File: config.mk
export PLATFORM = sky130hd
export DESIGN_NAME = phy_tx_serializer
export DESIGN_NICKNAME = d
export VERILOG_FILES = /design/src/rtl/phy_tx_serializer_pkg.sv /design/src/rtl/phy_tx_serializer_lane_serializer.sv /design/src/rtl/phy_tx_serializer.sv
export SDC_FILE = /design/constraint.sdc
export NUM_CORES = 1
export LEC_CHECK = 0
export CORE_ASPECT_RATIO = 1.25
export CORE_MARGIN = 2
export CORE_UTILIZATION = 53
export DETAILED_ROUTE_END_ITERATION = 16
export PLACE_DENSITY = 0.76
export SLEW_MARGIN = 20
export SYNTH_ARGS = -nofsm -noshare
export SYNTH_HDL_FRONTEND = slang
export SYNTH_SLANG_ARGS = --single-unit
File: constraint.sdc
create_clock -name clk -period 2 [get_ports clk]
set_input_delay 0.5 -clock clk [delete_from_list [all_inputs] [get_ports clk]]
set_output_delay 0.5 -clock clk [all_outputs]
set_load 0.03 [all_outputs]
File: src/rtl/phy_tx_serializer_pkg.sv
// Shared constants for the two-lane transmit serializer: default word size,
// line symbols and lane state encoding.
package phy_tx_serializer_pkg;
   localparam int         DATA_SIZE_DEF  = 8;
   localparam int         SYNC_WORDS_DEF = 4;
   localparam logic [7:0] COMMA_SYM      = 8'hBC;
   localparam logic [7:0] IDLE_SYM       = 8'h7C;
   localparam logic [0:0] ST_SYNC        = 1'b0;
   localparam logic [0:0] ST_ACTIVE      = 1'b1;
endpackage

File: src/rtl/phy_tx_serializer_lane_serializer.sv
// One serial lane (lane_serializer): bit counter, SYNC/ACTIVE FSM, shift register and FIFO pop.
// Optional o_active output when TX_ACTIVE_OUT_EN is defined.
module phy_tx_serializer_lane_serializer
   import phy_tx_serializer_pkg::*;
#(
   parameter int                   DATA_SIZE  = DATA_SIZE_DEF,
   parameter int                   SYNC_WORDS = SYNC_WORDS_DEF,
   parameter logic [DATA_SIZE-1:0] COMMA      = COMMA_SYM,
   parameter logic [DATA_SIZE-1:0] IDLE       = IDLE_SYM
) (
   input  logic                 clk,
   input  logic                 i_rst_n,
   input  logic                 i_tx_en,
   input  logic [DATA_SIZE-1:0] i_data,
   input  logic                 i_empty,
   output logic                 o_pop,
   output logic                 o_out
`ifdef TX_ACTIVE_OUT_EN
   ,
   output logic                 o_active
`endif
);

   localparam int             CW       = $clog2(DATA_SIZE);
   localparam logic [CW-1:0]  CNT_LAST = CW'(DATA_SIZE - 1);
   localparam logic [CW-1:0]  CNT_POP  = CW'(DATA_SIZE - 2);
   localparam logic [3:0]     SCNT_TGT = 4'(SYNC_WORDS);

   logic [CW-1:0]        r_cnt;
   logic [DATA_SIZE-1:0] r_shreg;
   logic [0:0]           r_state;
   logic [3:0]           r_scnt;
   logic                 r_popped;

   logic                 w_last;
   logic                 w_pop;
   logic [0:0]           w_next_state;
   logic [3:0]           w_next_scnt;
   logic [DATA_SIZE-1:0] w_next_word;

   // FIFO handshake: o_pop is a one-cycle read strobe; i_data holds the popped
   // byte in the following cycle, which is always the word-boundary cycle.
   assign w_last = (r_cnt == CNT_LAST);
   assign w_pop  = (r_cnt == CNT_POP) && (r_state == ST_ACTIVE) && i_tx_en && !i_empty;
   assign o_pop  = w_pop;
   assign o_out  = r_shreg[DATA_SIZE-1];

   always_comb begin
      w_next_state = r_state;
      w_next_scnt  = r_scnt;
      w_next_word  = COMMA;
      if (r_state == ST_SYNC) begin
         if (!i_tx_en) begin
            w_next_scnt = '0;
         end else if (r_scnt + 4'd1 == SCNT_TGT) begin
            w_next_state = ST_ACTIVE;
            w_next_scnt  = '0;
         end else begin
            w_next_scnt = r_scnt + 4'd1;
         end
      end else if (!i_tx_en) begin
         w_next_state = ST_SYNC;
         w_next_scnt  = '0;
      end
      // Filler follows the state being entered, so the last COMMA is followed by IDLE.
      if (r_popped) begin
         w_next_word = i_data;
      end else if (w_next_state == ST_ACTIVE) begin
         w_next_word = IDLE;
      end
   end

   always_ff @(posedge clk or negedge i_rst_n) begin
      if (!i_rst_n) begin
         r_cnt    <= '0;
         r_shreg  <= COMMA;
         r_state  <= ST_SYNC;
         r_scnt   <= '0;
         r_popped <= 1'b0;
      end else begin
         r_popped <= w_pop;
         if (w_last) begin
            r_cnt   <= '0;
            r_shreg <= w_next_word;
            r_state <= w_next_state;
            r_scnt  <= w_next_scnt;
         end else begin
            r_cnt   <= r_cnt + 1'b1;
            r_shreg <= {r_shreg[DATA_SIZE-2:0], 1'b0};
         end
      end
   end

`ifdef TX_ACTIVE_OUT_EN
   assign o_active = (r_state == ST_ACTIVE);
`endif

endmodule

File: src/rtl/phy_tx_serializer.sv
// Two-lane transmit serializer: two independent lanes sharing clk, reset and tx_en.
// Define TX_ACTIVE_OUT_EN to add the active0/active1 lane-state outputs.
module phy_tx_serializer
   import phy_tx_serializer_pkg::*;
#(
   parameter int                   DATA_SIZE  = DATA_SIZE_DEF,
   parameter int                   SYNC_WORDS = SYNC_WORDS_DEF,
   parameter logic [DATA_SIZE-1:0] COMMA      = COMMA_SYM,
   parameter logic [DATA_SIZE-1:0] IDLE       = IDLE_SYM
) (
   input  logic                 clk,
   input  logic                 reset,
   input  logic                 tx_en,
   input  logic [DATA_SIZE-1:0] data0,
   input  logic                 empty0,
   input  logic [DATA_SIZE-1:0] data1,
   input  logic                 empty1,
   output logic                 pop0,
   output logic                 pop1,
   output logic                 out0,
   output logic                 out1
`ifdef TX_ACTIVE_OUT_EN
   ,
   output logic                 active0,
   output logic                 active1
`endif
);

   phy_tx_serializer_lane_serializer #(
      .DATA_SIZE  (DATA_SIZE),
      .SYNC_WORDS (SYNC_WORDS),
      .COMMA      (COMMA),
      .IDLE       (IDLE)
   ) u_lane0 (
      .clk      (clk),
      .i_rst_n  (reset),
      .i_tx_en  (tx_en),
      .i_data   (data0),
      .i_empty  (empty0),
      .o_pop    (pop0),
      .o_out    (out0)
`ifdef TX_ACTIVE_OUT_EN
      ,
      .o_active (active0)
`endif
   );

   phy_tx_serializer_lane_serializer #(
      .DATA_SIZE  (DATA_SIZE),
      .SYNC_WORDS (SYNC_WORDS),
      .COMMA      (COMMA),
      .IDLE       (IDLE)
   ) u_lane1 (
      .clk      (clk),
      .i_rst_n  (reset),
      .i_tx_en  (tx_en),
      .i_data   (data1),
      .i_empty  (empty1),
      .o_pop    (pop1),
      .o_out    (out1)
`ifdef TX_ACTIVE_OUT_EN
      ,
      .o_active (active1)
`endif
   );

endmodule
Word-level counts from Yosys, hierarchy flattened
Cells that the tools add are included.
{"block": "word_totals", "register_bits": 34, "elab_cells": 54}
{"block": "op_classes", "mux": 22, "n_addsub": 4, "eq_ne": 8, "n_reduce_logical": 10}
{"operator": "$mux 8", "count": 6}
{"operator": "$mux 4", "count": 7}
{"operator": "$eq 3x3->1 const B", "count": 4}
{"operator": "$add 4x1->4 const B", "count": 2}
{"operator": "$eq 4x3->1 const B", "count": 2}
{"operator": "$mux 1", "count": 7}
{"operator": "$add 3x1->3 const B", "count": 2}
{"operator": "$logic_and 1x1->1", "count": 6}
{"operator": "$mux 3", "count": 2}
{"operator": "$ne 2x2->1 const B", "count": 2}
{"operator": "$reduce_and 2->1", "count": 2}
{"operator": "$logic_not 1->1", "count": 2}

Longest topological paths before layout
{"block": "logic_depth", "word_depth": 8, "depth_mapped": 6}

By module
A second synthesis with hierarchy kept.
{"block": "hier_totals", "hier_cells": 144, "area_unflattened_um2": 1635.3}
{"module": "phy_tx_serializer_lane_serializer at u_lane0", "seq_area_each_um2": 431.7, "area_per_inst_um2": 822.0, "n_inst": 1, "cells_per_inst": 72}
{"module": "phy_tx_serializer_lane_serializer at u_lane1", "seq_area_each_um2": 431.7, "area_per_inst_um2": 813.3, "n_inst": 1, "cells_per_inst": 72}

Worst setup path after synthesis
No wires, ideal clock.
{"block": "synth_path", "path_kind": "input port to output port", "start": "input tx_en", "end": "output pop1", "required_time_ps": 1500, "path_buffers": 1, "path_stages": 3, "arrival_time_ps": 1592, "setup_slack_ps": -92, "path_cell_list": "clkbuf_1 nand2_1 nor3_1"}
{"block": "synth_between", "elab_chain_cells": 2}
{"item": "start: declaration", "line_no": "phy_tx_serializer.sv:13", "text": "input logic tx_en,"}
{"item": "$logic_and 1x1->1 (2 in series)", "line_no": "phy_tx_serializer_lane_serializer.sv:44", "text": "assign w_pop = (r_cnt == CNT_POP) && (r_state == ST_ACTIVE) && i_tx_en && !i_empty;"}
{"item": "end: declaration", "line_no": "phy_tx_serializer.sv:19", "text": "output logic pop1,"}
No other way between the ends.

Final worst setup path
{"block": "layout_path", "start": "register u_lane0.r_cnt[0]", "end": "output pop0"}
{"block": "layout_between", "elab_chain_cells": 4}
{"item": "start: declaration", "line_no": "phy_tx_serializer_lane_serializer.sv:29", "text": "logic [CW-1:0] r_cnt;"}
{"item": "start signal: assignment", "line_no": "phy_tx_serializer_lane_serializer.sv:88", "text": "r_cnt <= r_cnt + 1'b1;"}
{"item": "$eq 3x3->1", "line_no": "phy_tx_serializer_lane_serializer.sv:44"}
{"item": "$logic_and 1x1->1 (3 in series)", "line_no": "phy_tx_serializer_lane_serializer.sv:44"}
{"item": "end: declaration", "line_no": "phy_tx_serializer.sv:18", "text": "output logic pop0,"}
No other way between the ends.

==> impl_metrics.env <==
export IMPL_power_density_nw_per_um2=757
export IMPL_drive_gt1_frac=0.192
export IMPL_holdWs_ns=0.466
export IMPL_postSynthAreaPerCell_um2=11.1
export IMPL_hold_class="reg -> reg"
export IMPL_synth_compound_area_frac=0.188
export IMPL_setup_viol=0
export IMPL_cp_data_required_time_ns=1.50
export IMPL_postCtsSetupBuffers=0
export IMPL_tritoncts="done"
export IMPL_synth_simple_area_share=0.150
export IMPL_htree_levels=2
export IMPL_die_h_um=66.3
export IMPL_synth_adder_area_share=0.0760
export IMPL_yosys_warnings=0
export IMPL_synthFlopType="dfrtp_1"
export IMPL_diodes=0
export IMPL_synth_area_um2=1650
export IMPL_synth_edf_count=0
export IMPL_ctsHoldBuffers=0
export IMPL_port_buffers=24
export IMPL_period_minus_slack_ns=1.86
export IMPL_cp_arrival_ns=1.36
export IMPL_antenna_found_initial=0
export IMPL_ys_seq_area_frac=0.524
export IMPL_ant_nets=0
export IMPL_cts_resized=3
export IMPL_cts_sinks=34
export IMPL_worstHoldStart="u_lane0.r_shreg[0]"
export IMPL_synth_nets=180
export IMPL_cp_slowest_cell="dfrtp_1"
export IMPL_hold_violations=0
export IMPL_synthMuxAreaShare=0.0182
export IMPL_numCtsBuffers=5
export IMPL_stdcell_area_um2=2070
export IMPL_endpoint_kind="primary output"
export IMPL_outcome="finished clean"
export IMPL_initialDrtViolationCount=41
export IMPL_die_area_um2=3570
export IMPL_syn_to_final_growth_pct=25.5
export IMPL_grt_max_degree=35
export IMPL_nNetsFinal=212
export IMPL_rsz0062_at_grt="false"
export IMPL_globalRouteTotalUtil=0.214
export IMPL_period_share=0.930
export IMPL_dpl_hpwl_um=2380
export IMPL_start_util=0.559
export IMPL_max_cap_viol_count=0
export IMPL_max_vdd_ir_drop_mv=0.577
export IMPL_remaining_drc_errors=0
export IMPL_die_x_um=53.9
export IMPL_grt_pass1_wl_um=5530
export IMPL_synthCells=149
export IMPL_grt_pass1_vias=1334
export IMPL_place_congestion=0.767
export IMPL_clock_fmax_mhz=538
export IMPL_async_reset_ff_frac=1.00
export IMPL_clockRootBuffer="clkbuf_4"
export IMPL_synth_xor_area_frac=0
export IMPL_clk_pin_slew_worst_paths_ns=0.11
export IMPL_whs_path_depth=1
export IMPL_leakagePower_nw=0.935
export IMPL_grt_overflow=0
export IMPL_r2r_setup_slack_ns=0.35
export IMPL_tightest_slew_ns=0.421
export IMPL_fin_skew_ns=0.0109
export IMPL_relSlewSlack=0.720
export IMPL_pin_count=25
export IMPL_coreArea_um2=2950
export IMPL_rr_endpoint="u_lane0.r_scnt[1]"
export IMPL_ys_types=41
export IMPL_ys_seq_elements=34
export IMPL_cp_max_fo=3
export IMPL_r2r_cells=5
export IMPL_drtPass1Iterations=4
export IMPL_dr_total_vias=1233
export IMPL_slew_viol_final=0
export IMPL_synth_top_family_by_area="compound AO/OA/AOI/OAI gates"
export IMPL_cpPeakStageDelay_ns=0.42
export IMPL_finalWirelength_um=3200
export IMPL_min_to="u_lane0.r_shreg[1]"
export IMPL_r2r_start="u_lane0.r_scnt[1]"
export IMPL_startpoint_type="register"
export IMPL_placed_area_um2=1960
export IMPL_insertion_delay_ns=0.33
export IMPL_crit_type="reg -> out"
export IMPL_path_cells="inv_1, ha_1, nand4_1, nor2_2, buf_4"
export IMPL_fp_row_count=22
export IMPL_avgRoutedWirePerCell_um=14.7
export IMPL_vias_per_cell=5.66
export IMPL_clockBufferDepth=2
critical path, delay by kind of cell, from the launching register on:
kind / cells / cell delay, ns
and+or+nand+nor: 2 / 0.23
DFF: 1 / 0.42
adders and majority gates: 1 / 0.14
buffers and inverters: 2 / 0.24
stage by stage:
step           instances  setup WS (ns)  TNS (ns)  power [mW]  utilization
2_1_floorplan        149          0.164         0       0.837            -
3_3_place_gp         210        -0.0303   -0.0303       0.911        0.664
3_5_place_dp         210        -0.0509   -0.0538       0.923        0.664
4_1_cts              218         0.0836         0        1.58        0.701
5_1_grt              218         0.0159         0        1.64        0.702
6_report             218          0.141         0        1.56        0.702
synthesized netlist by cell type, types with 2 or more instances:
cell type / n / area (um^2)
a21oi_1: 6 / 30.0
a22o_1: 3 / 26.3
and3_1: 2 / 12.5
and3b_1: 2 / 17.5
clkbuf_1: 4 / 15.0
dfrtp_1: 24 / 601
dfstp_2: 10 / 263
ha_1: 10 / 125
inv_1: 14 / 52.6
mux2i_1: 3 / 30.0
nand2_1: 15 / 56.3
nand2b_1: 2 / 12.5
nand4b_1: 2 / 17.5
nor2_1: 7 / 26.3
nor2b_1: 3 / 18.8
nor3_1: 4 / 20.0
o21ai_0: 4 / 20.0
o22a_1: 8 / 70.1
o22ai_1: 2 / 12.5
o31ai_1: 3 / 22.5
layout by cell type (no fill, tap or decap), types with 3 or more instances in the layout:
cell type	instances
nand2_1	15
dlygate4sd2_1	3
mux2i_1	3
a21oi_1	6
buf_4	8
a22o_1	3
dfrtp_1	24
nor2_1	6
nor2b_1	3
dfstp_2	10
o22a_1	8
o31ai_1	3
o21ai_0	4
inv_1	14
ha_1	10
nor3_1	3
clkdlybuf4s50_1	19
clkbuf_4	5
per-layer routing:
| layer | part of all wire | vias to the layer above | global-route usage |
|---|---|---|---|
| li1 | - | 598 | - |
| met1 | 0.40 | 605 | 0.224 |
| met2 | 0.54 | 25 | 0.392 |
| met3 | 0.042 | 5 | 0.0611 |
| met4 | 0.013 | 0 | 0.0705 |
| met5 | 0 | - | 0 |
flip-flops by register name, indices dropped and copies added (netlist names):
register / count
u_lane0.r_scnt: 4
u_lane0.r_state: 1
u_lane0.r_cnt: 3
u_lane1.r_cnt: 3
u_lane0.r_shreg: 8
u_lane1.r_state: 1
u_lane1.r_shreg: 8
u_lane1.r_scnt: 4
u_lane1.r_popped: 1
u_lane0.r_popped: 1
area by class of cell:
cell class                 instances  area, um^2
clock buffer                       6        51.3
multi-input combinational         96         718
tap                               36        45.0
sequential                        34         863
fill                             221         878
timing repair buffer              30         277
clock inverter                     2        60.1
inverter                          14        52.6
kinds of logic (layout without fill, tap and decap cells):
| group | after synthesis | in the layout |
|---|---|---|
| AOI/OAI and AO/OA | 39 | 39 |
| muxes | 3 | 3 |
| buffers and inverters | 19 | 52 |
| and+or+nand+nor | 44 | 44 |
| DFF | 34 | 34 |
| adders and majority gates | 10 | 10 |
where the power goes:
group	leakage [nW]	switching (mW)	total [mW]	internal, mW
logic	0.465	0.0694	0.156	0.0861
registers	0.412	0.0406	0.755	0.714
clock network	0.0585	0.230	0.654	0.423
total	0.935	0.340	1.56	1.22
how the worst max path moves through the flow:
stage	startpoint	end	slack, ns
floorplan	tx_en	pop1	0.16
global placement	tx_en	pop1	-0.03
detailed placement	tx_en	pop1	-0.05
CTS	u_lane0.r_cnt[0]	pop0	0.08
global route	u_lane0.r_cnt[0]	pop0	0.02
finish	u_lane0.r_cnt[0]	pop0	0.14
Power figures use the tool's default switching activity.
